File: config.mk
export PLATFORM = sky130hd
export DESIGN_NAME = answer_bcd_conv_flat
export DESIGN_NICKNAME = d
export VERILOG_FILES = /design/src/rtl/answer_bcd_conv_pkg.sv /design/src/rtl/answer_bcd_conv_if.sv /design/src/rtl/answer_bcd_conv_bcd_digit_adj.sv /design/src/rtl/answer_bcd_conv.sv /design/src/flat_wrapper.sv
export SDC_FILE = /design/constraint.sdc
export NUM_CORES = 1
export LEC_CHECK = 0
export BUFFER_PORTS_ARGS = -buffer_cell sky130_fd_sc_hd__buf_2
export CORE_ASPECT_RATIO = 0.9
export CORE_UTILIZATION = 59
export DETAILED_ROUTE_END_ITERATION = 6
export GPL_ROUTABILITY_DRIVEN = 0
export GPL_TIMING_DRIVEN = 0
export PLACE_DENSITY = 0.88
export SLEW_MARGIN = 10
export SYNTH_ARGS = -nofsm -noshare
export SYNTH_HDL_FRONTEND = slang
export SYNTH_SLANG_ARGS = --single-unit
File: constraint.sdc
create_clock -name clock -period 3.2 [get_ports clock]
set_input_delay 0.64 -clock clock [delete_from_list [all_inputs] [get_ports clock]]
set_output_delay 0.64 -clock clock [all_outputs]
set_load 0.05 [all_outputs]
File: src/rtl/answer_bcd_conv_pkg.sv
// calc_pkg: constants and types shared by the calculator datapath.
//   CALC_WIDTH   - answer width, two's complement (matches Arth_module)
//   CALC_DIGITS  - number of BCD digits shown on the display
//   calc_state_e - converter FSM states (ST_IDLE, ST_SHIFT, ST_DONE), binary encoded
//   calc_op_e    - opcode encoding shared with Arth_module
package calc_pkg;

  localparam int CALC_WIDTH  = 17;
  localparam int CALC_DIGITS = 5;

  typedef enum logic [1:0] {
    ST_IDLE  = 2'd0,
    ST_SHIFT = 2'd1,
    ST_DONE  = 2'd2
  } calc_state_e;

  typedef enum logic [1:0] {
    OP_ADD = 2'd0,
    OP_SUB = 2'd1,
    OP_MUL = 2'd2,
    OP_DIV = 2'd3
  } calc_op_e;

endpackage

File: src/rtl/answer_bcd_conv_if.sv
// answer_bcd_conv_if: bundle between Arth_module's result and the display path.
//   answer (WIDTH)    two's-complement result
//   ovw               overflow flag from the arithmetic unit
//   sign              1 = displayed result is negative
//   bcd (4*DIGITS)    digit i at bcd[4i+3:4i], digit 0 = units
//   err               overflow flag belonging to the displayed result
//   valid             sign/bcd/err/blank hold a finished conversion
//   blank (DIGITS)    leading-zero mask, 1 = digit dark
// Modports: master = result producer / display consumer side, slave = converter.
interface answer_bcd_conv_if
  import calc_pkg::*;
#(
  parameter int WIDTH  = CALC_WIDTH,
  parameter int DIGITS = CALC_DIGITS
) ();

  logic [WIDTH-1:0]    answer;
  logic                ovw;
  logic                sign;
  logic [4*DIGITS-1:0] bcd;
  logic                err;
  logic                valid;
  logic [DIGITS-1:0]   blank;

  modport master (
    output answer, ovw,
    input  sign, bcd, err, valid, blank
  );

  modport slave (
    input  answer, ovw,
    output sign, bcd, err, valid, blank
  );

endinterface

File: src/rtl/answer_bcd_conv_bcd_digit_adj.sv
// bcd_digit_adj: double-dabble correction for one BCD digit.
//   din  (4) digit before the shift
//   dout (4) din >= 5 ? din + 3 : din
module bcd_digit_adj (
  input  logic [3:0] din,
  output logic [3:0] dout
);

  assign dout = (din >= 4'd5) ? din + 4'd3 : din;

endmodule

File: src/rtl/answer_bcd_conv.sv
// answer_bcd_conv: converts the signed arithmetic result into sign + BCD digits
// with an iterative double-dabble, one bit per clock. A conversion starts on its
// own whenever answer/ovw differ from the last converted pair (or after reset).
// Ports:
//   clock  rising-edge system clock
//   reset  asynchronous, active-high
//   bus    answer_bcd_conv_if.slave: answer/ovw in; sign/bcd/err/valid/blank out
// Optional feature macro: LEAD_ZERO_BLANK_EN (leading-zero blanking mask on bus.blank;
// when undefined bus.blank is tied to zero).
module answer_bcd_conv
  import calc_pkg::*;
#(
  parameter int WIDTH  = CALC_WIDTH,
  parameter int DIGITS = CALC_DIGITS
) (
  input logic              clock,
  input logic              reset,
  answer_bcd_conv_if.slave bus
);

  localparam int BCD_W = 4 * DIGITS;
  localparam int SR_W  = BCD_W + WIDTH;
  localparam int CNT_W = $clog2(WIDTH + 1);

  calc_state_e       state_reg, state_next;
  logic [SR_W-1:0]   shift_reg, shift_next;
  logic [CNT_W-1:0]  cnt_reg, cnt_next;
  logic [WIDTH-1:0]  last_ans_reg, last_ans_next;
  logic              last_ovw_reg, last_ovw_next;
  logic              force_conv_reg, force_conv_next;
  logic              sign_reg, sign_next;
  logic [BCD_W-1:0]  bcd_reg, bcd_next;
  logic              err_reg, err_next;
  logic              valid_reg, valid_next;
  logic [BCD_W-1:0]  adj_bcd;
  logic [WIDTH-1:0]  mag;
  logic              start;

  // Per-digit add-3 correction applied to the BCD field before each shift.
  generate
    for (genvar gi = 0; gi < DIGITS; gi++) begin : g_adj
      bcd_digit_adj u_adj (
        .din  (shift_reg[WIDTH + 4*gi +: 4]),
        .dout (adj_bcd[4*gi +: 4])
      );
    end
  endgenerate

  // Magnitude as WIDTH-bit unsigned: the most negative value maps to 2**(WIDTH-1).
  assign mag   = bus.answer[WIDTH-1] ? (~bus.answer + WIDTH'(1)) : bus.answer;
  assign start = force_conv_reg | (bus.answer != last_ans_reg) | (bus.ovw != last_ovw_reg);

`ifdef LEAD_ZERO_BLANK_EN
  logic [DIGITS-1:0] blank_reg, blank_next;
  logic [DIGITS-1:0] lead_zero;

  // lead_zero[i]: digit i and every digit above it are zero. Units never blank.
  assign lead_zero[0] = 1'b0;
  generate
    for (genvar gi = 1; gi < DIGITS; gi++) begin : g_blank
      if (gi == DIGITS - 1) begin : g_top
        assign lead_zero[gi] = (shift_reg[WIDTH + 4*gi +: 4] == 4'd0);
      end else begin : g_mid
        assign lead_zero[gi] = (shift_reg[WIDTH + 4*gi +: 4] == 4'd0) && lead_zero[gi+1];
      end
    end
  endgenerate
`endif

  always_comb begin
    state_next      = state_reg;
    shift_next      = shift_reg;
    cnt_next        = cnt_reg;
    last_ans_next   = last_ans_reg;
    last_ovw_next   = last_ovw_reg;
    force_conv_next = force_conv_reg;
    sign_next       = sign_reg;
    bcd_next        = bcd_reg;
    err_next        = err_reg;
    valid_next      = valid_reg;
`ifdef LEAD_ZERO_BLANK_EN
    blank_next      = blank_reg;
`endif
    case (state_reg)
      ST_IDLE: begin
        if (start) begin
          last_ans_next   = bus.answer;
          last_ovw_next   = bus.ovw;
          shift_next      = {{BCD_W{1'b0}}, mag};
          cnt_next        = CNT_W'(WIDTH);
          force_conv_next = 1'b0;
          valid_next      = 1'b0;
          state_next      = ST_SHIFT;
        end
      end
      ST_SHIFT: begin
        // Outgoing MSB of the adjusted field is always zero for in-range inputs.
        shift_next = {adj_bcd, shift_reg[WIDTH-1:0]} << 1;
        cnt_next   = cnt_reg - CNT_W'(1);
        if (cnt_reg == CNT_W'(1)) begin
          state_next = ST_DONE;
        end
      end
      ST_DONE: begin
        sign_next  = last_ans_reg[WIDTH-1];
        bcd_next   = shift_reg[SR_W-1 -: BCD_W];
        err_next   = last_ovw_reg;
        valid_next = 1'b1;
`ifdef LEAD_ZERO_BLANK_EN
        blank_next = lead_zero;
`endif
        state_next = ST_IDLE;
      end
      default: state_next = ST_IDLE;
    endcase
  end

  always_ff @(posedge clock or posedge reset) begin
    if (reset) begin
      state_reg      <= ST_IDLE;
      shift_reg      <= '0;
      cnt_reg        <= '0;
      last_ans_reg   <= '0;
      last_ovw_reg   <= 1'b0;
      force_conv_reg <= 1'b1;
      sign_reg       <= 1'b0;
      bcd_reg        <= '0;
      err_reg        <= 1'b0;
      valid_reg      <= 1'b0;
`ifdef LEAD_ZERO_BLANK_EN
      blank_reg      <= '0;
`endif
    end else begin
      state_reg      <= state_next;
      shift_reg      <= shift_next;
      cnt_reg        <= cnt_next;
      last_ans_reg   <= last_ans_next;
      last_ovw_reg   <= last_ovw_next;
      force_conv_reg <= force_conv_next;
      sign_reg       <= sign_next;
      bcd_reg        <= bcd_next;
      err_reg        <= err_next;
      valid_reg      <= valid_next;
`ifdef LEAD_ZERO_BLANK_EN
      blank_reg      <= blank_next;
`endif
    end
  end

  assign bus.sign  = sign_reg;
  assign bus.bcd   = bcd_reg;
  assign bus.err   = err_reg;
  assign bus.valid = valid_reg;
`ifdef LEAD_ZERO_BLANK_EN
  assign bus.blank = blank_reg;
`else
  assign bus.blank = '0;
`endif

endmodule

File: src/flat_wrapper.sv
// flat-port wrapper written by rule: the top's interface ports become plain ports
module answer_bcd_conv_flat import calc_pkg::*;
#(
  parameter int WIDTH  = CALC_WIDTH,
  parameter int DIGITS = CALC_DIGITS
)
  (clock, reset, bus_answer, bus_ovw, bus_sign, bus_bcd, bus_err, bus_valid, bus_blank);
  answer_bcd_conv_if #(.WIDTH(WIDTH), .DIGITS(DIGITS)) bus_i ();
  input logic clock;
  input logic reset;
  input wire logic [$bits(bus_i.answer)-1:0] bus_answer;
  input wire logic [$bits(bus_i.ovw)-1:0] bus_ovw;
  output wire logic [$bits(bus_i.sign)-1:0] bus_sign;
  output wire logic [$bits(bus_i.bcd)-1:0] bus_bcd;
  output wire logic [$bits(bus_i.err)-1:0] bus_err;
  output wire logic [$bits(bus_i.valid)-1:0] bus_valid;
  output wire logic [$bits(bus_i.blank)-1:0] bus_blank;
  assign bus_i.answer = bus_answer;
  assign bus_i.ovw = bus_ovw;
  assign bus_sign = bus_i.sign;
  assign bus_bcd = bus_i.bcd;
  assign bus_err = bus_i.err;
  assign bus_valid = bus_i.valid;
  assign bus_blank = bus_i.blank;
  answer_bcd_conv #(.WIDTH(WIDTH), .DIGITS(DIGITS)) u_core (.clock(clock), .reset(reset), .bus(bus_i));
endmodule
==> impl_metrics.env <==
export IMPL_maxSlewViolCount=0
export IMPL_cts_sinks=86
export IMPL_startpoint="bus_answer[8]"
export IMPL_tritoncts="done"
export IMPL_synth_warnings=0
export IMPL_fp_row_count=30
export IMPL_ir_worst_vdd_uv=312
export IMPL_ant_nets=0
export IMPL_drtPass1Iterations=6
export IMPL_async_flop_share_pct=100
export IMPL_synth_most_common_cell="dfrtp_1"
export IMPL_ys_top_cells_by_area="dfrtp_1 (45%), mux2_2 (4.8%), xor2_1 (4.1%)"
export IMPL_antennaDiodeCount=0
export IMPL_critPathKind="input pin to flop"
export IMPL_end_kind="flop"
export IMPL_netlist_area_sq_mm=0.00469
export IMPL_synth_cells=446
export IMPL_antenna_found_initial=0
export IMPL_slowest_delay_ps=520
export IMPL_yosys_register_bits=86
export IMPL_setup_viol=0
export IMPL_yosysUniqueCellTypes=58
export IMPL_hp_class="input pin to async pin"
export IMPL_ys_seq_area_share_pct=45.9
export IMPL_die_h_um=86.6
export IMPL_startpoint_type="input pin"
export IMPL_fin_nets=532
export IMPL_critPathTopFamily="simple AND/OR/NAND/NOR gates"
export IMPL_drt_total_wl_um=9990
export IMPL_fin_worst_skew_ps=9.95
export IMPL_maxCapViolCount=0
export IMPL_rsz0062_at_grt="false"
export IMPL_vias=3666
export IMPL_cts_root_buf="clkbuf_8"
export IMPL_synth_top_area_cell="dfrtp_1"
export IMPL_status="finished, final reports clean"
export IMPL_slowest_stage="nor4_1"
export IMPL_cts_setup_buffers=0
export IMPL_start_util_pct=61.6
export IMPL_holdWs_ps=307
export IMPL_die_area_sq_mm=0.00832
export IMPL_synthSimpleGateAreaFrac_pct=10.2
export IMPL_wire_per_inst_um=16.6
export IMPL_min_period_over_period_pct=77.2
export IMPL_power_density_mw_per_mm2=745
export IMPL_arrival_ps=2730
export IMPL_synth_top_family_by_area="compound AO/OA/AOI/OAI gates"
export IMPL_htree_num_levels=3
export IMPL_synth_edf_count=0
export IMPL_setup_slack_ps=729
export IMPL_synth_common_cells="dfrtp_1 (85), nand2_1 (34), inv_1 (25), o21ai_0 (25), xor2_1 (22)"
export IMPL_clk_path_buf_depth=2
export IMPL_period_needed_ps=2470
export IMPL_drive_above_1_share_pct=22.0
export IMPL_synth_top_area_share_pct=45.3
export IMPL_yosys_area_share_adder_pct=3.47
export IMPL_grt_pass1_wl_um=16700
export IMPL_dp_hpwl_um=7070
export IMPL_power_leakage_nw=2.42
export IMPL_synth_mux_area_share_pct=7.89
export IMPL_regToRegStartpoint="u_core.last_ans_reg[6]"
export IMPL_synth_xor_area_share_pct=7.46
export IMPL_yosys_most_used_dff="dfrtp_1"
export IMPL_core_area_sq_mm=0.00762
export IMPL_area_delta_synth_final_pct=11.7
export IMPL_grt_max_degree=48
export IMPL_cts_buffers=9
export IMPL_pin_count=48
export IMPL_ctsHoldBuffers=0
export IMPL_drc_errors=0
export IMPL_drtIter0Drc=387
export IMPL_track_usage_pct=26.6
export IMPL_hold_viol=0
export IMPL_die_width_um=96.0
export IMPL_via_per_inst=6.11
export IMPL_clk_latency_ps=370
export IMPL_clkTransAtPathRegs_ps=80
export IMPL_max_freq_ghz=0.405
export IMPL_path_max_fanout=10
export IMPL_ctsResizeCount=0
export IMPL_synth_compound_area_share_pct=18.8
export IMPL_largest_reg_flops=37
export IMPL_path_cells="buf_2 > xor2_1 > nor4_1 > nand4_2 > o21ai_4 > buf_12 > mux2_4"
export IMPL_worst_slew_pin_slew_ps=588
export IMPL_port_buffers=37
export IMPL_grt_pass1_vias=3512
export IMPL_dp_slack_ps=381
export IMPL_relSlewSlack_pct=60.4
export IMPL_grt_overflow_total=0
export IMPL_required_ps=3450
export IMPL_avgSynthCellArea_sq_um=10.5
export IMPL_critPathBufInv=2
export IMPL_final_core_util_pct=68.8
metrics by stage:
| step | power (mW) | TNS [ps] | cells | area, sq um |
|---|---|---|---|---|
| global route | 4.17 | 0 | 600 | 5240 |
| CTS | 3.92 | 0 | 600 | 5240 |
| floorplan | 2.79 | 0 | 450 | 4710 |
| finish | 3.91 | 0 | 600 | 5240 |
| detailed placement | 3.13 | 0 | 584 | 5040 |
| global placement | 3.05 | -49660 | 583 | 5010 |
path summary, 6_finish.rpt:
kind                                                end  slack [ps]  depth (start not counted)
worst max register to register   u_core.last_ans_reg[6]         730                          6
max in group asynchronous         u_core.force_conv_reg        2250                          3
worst min-delay path            u_core.last_ans_reg[15]         310                          2
worst min register to register       u_core.bus.bcd[17]         480                          2
min in group clock                   u_core.bus.bcd[17]         480                          2
worst max-delay path             u_core.last_ans_reg[6]         730                          7
cell type report:
cell class / count / area, sq um
plain buffers: 33 / 195
inverters: 26 / 100
fillers: 563 / 2380
repair buffers: 38 / 213
well taps: 96 / 120
clock buffers: 10 / 128
clock inverters: 6 / 72.6
flip-flops and latches: 86 / 2150
multi-input cells: 305 / 2260
cells by family (layout without fill, tap and decap cells):
logic type / after synthesis / count (layout)
compound gates: 120 / 120
flops: 86 / 86
other cells: 1 / 5
xor+xnor: 40 / 40
mux: 30 / 30
buf+inv: 59 / 113
fa+ha+maj: 13 / 13
simple gates: 97 / 97
power by group:
part           switching, mW  total [mW]  internal, mW
logic                  0.961        1.56         0.595
clock network          0.413       0.779         0.366
registers              0.219        1.57          1.35
placed cells by master (no fill, tap or decap), types with 4 or more instances in the layout:
master     synthesis  routed
conb_1             1       5
clkinv_4           0       4
nand2b_1           5       5
nand2_1           34      34
dfrtp_1           85      85
clkbuf_8           0       9
o2bb2ai_1          4       4
o211ai_1           4       4
clkbuf_1          19      20
ha_1              13      13
xor2_1            22      22
a41oi_1           10      10
buf_2              2      39
o21ai_0           25      25
o22ai_1           10      10
mux2_2            20      20
mux2_4             9       9
a21oi_1           12      12
nor3_1            10      10
a31o_2             8       8
a31oi_1            4       4
a211oi_1           5       5
buf_6              4       4
nor4_1            11      11
o31ai_1            5       5
nor2_1            20      20
buf_4              6       6
inv_1             25      24
a22o_1            10      10
xnor2_1           18      18
worst register-to-register path, cell delays in order (launching register included):
cell     delay [ps]
dfrtp_1         410
xor2_1          150
nor4_1          530
nand4_2         280
o21ai_4         460
buf_12          210
mux2_4          310
metal layers:
layer,global-route usage [%],part of all wire (%)
met3,7.28,6.0
met5,0,0
met4,8.14,1.8
met1,34.1,44
met2,43.9,49
(Power assumes the default switching activity.)
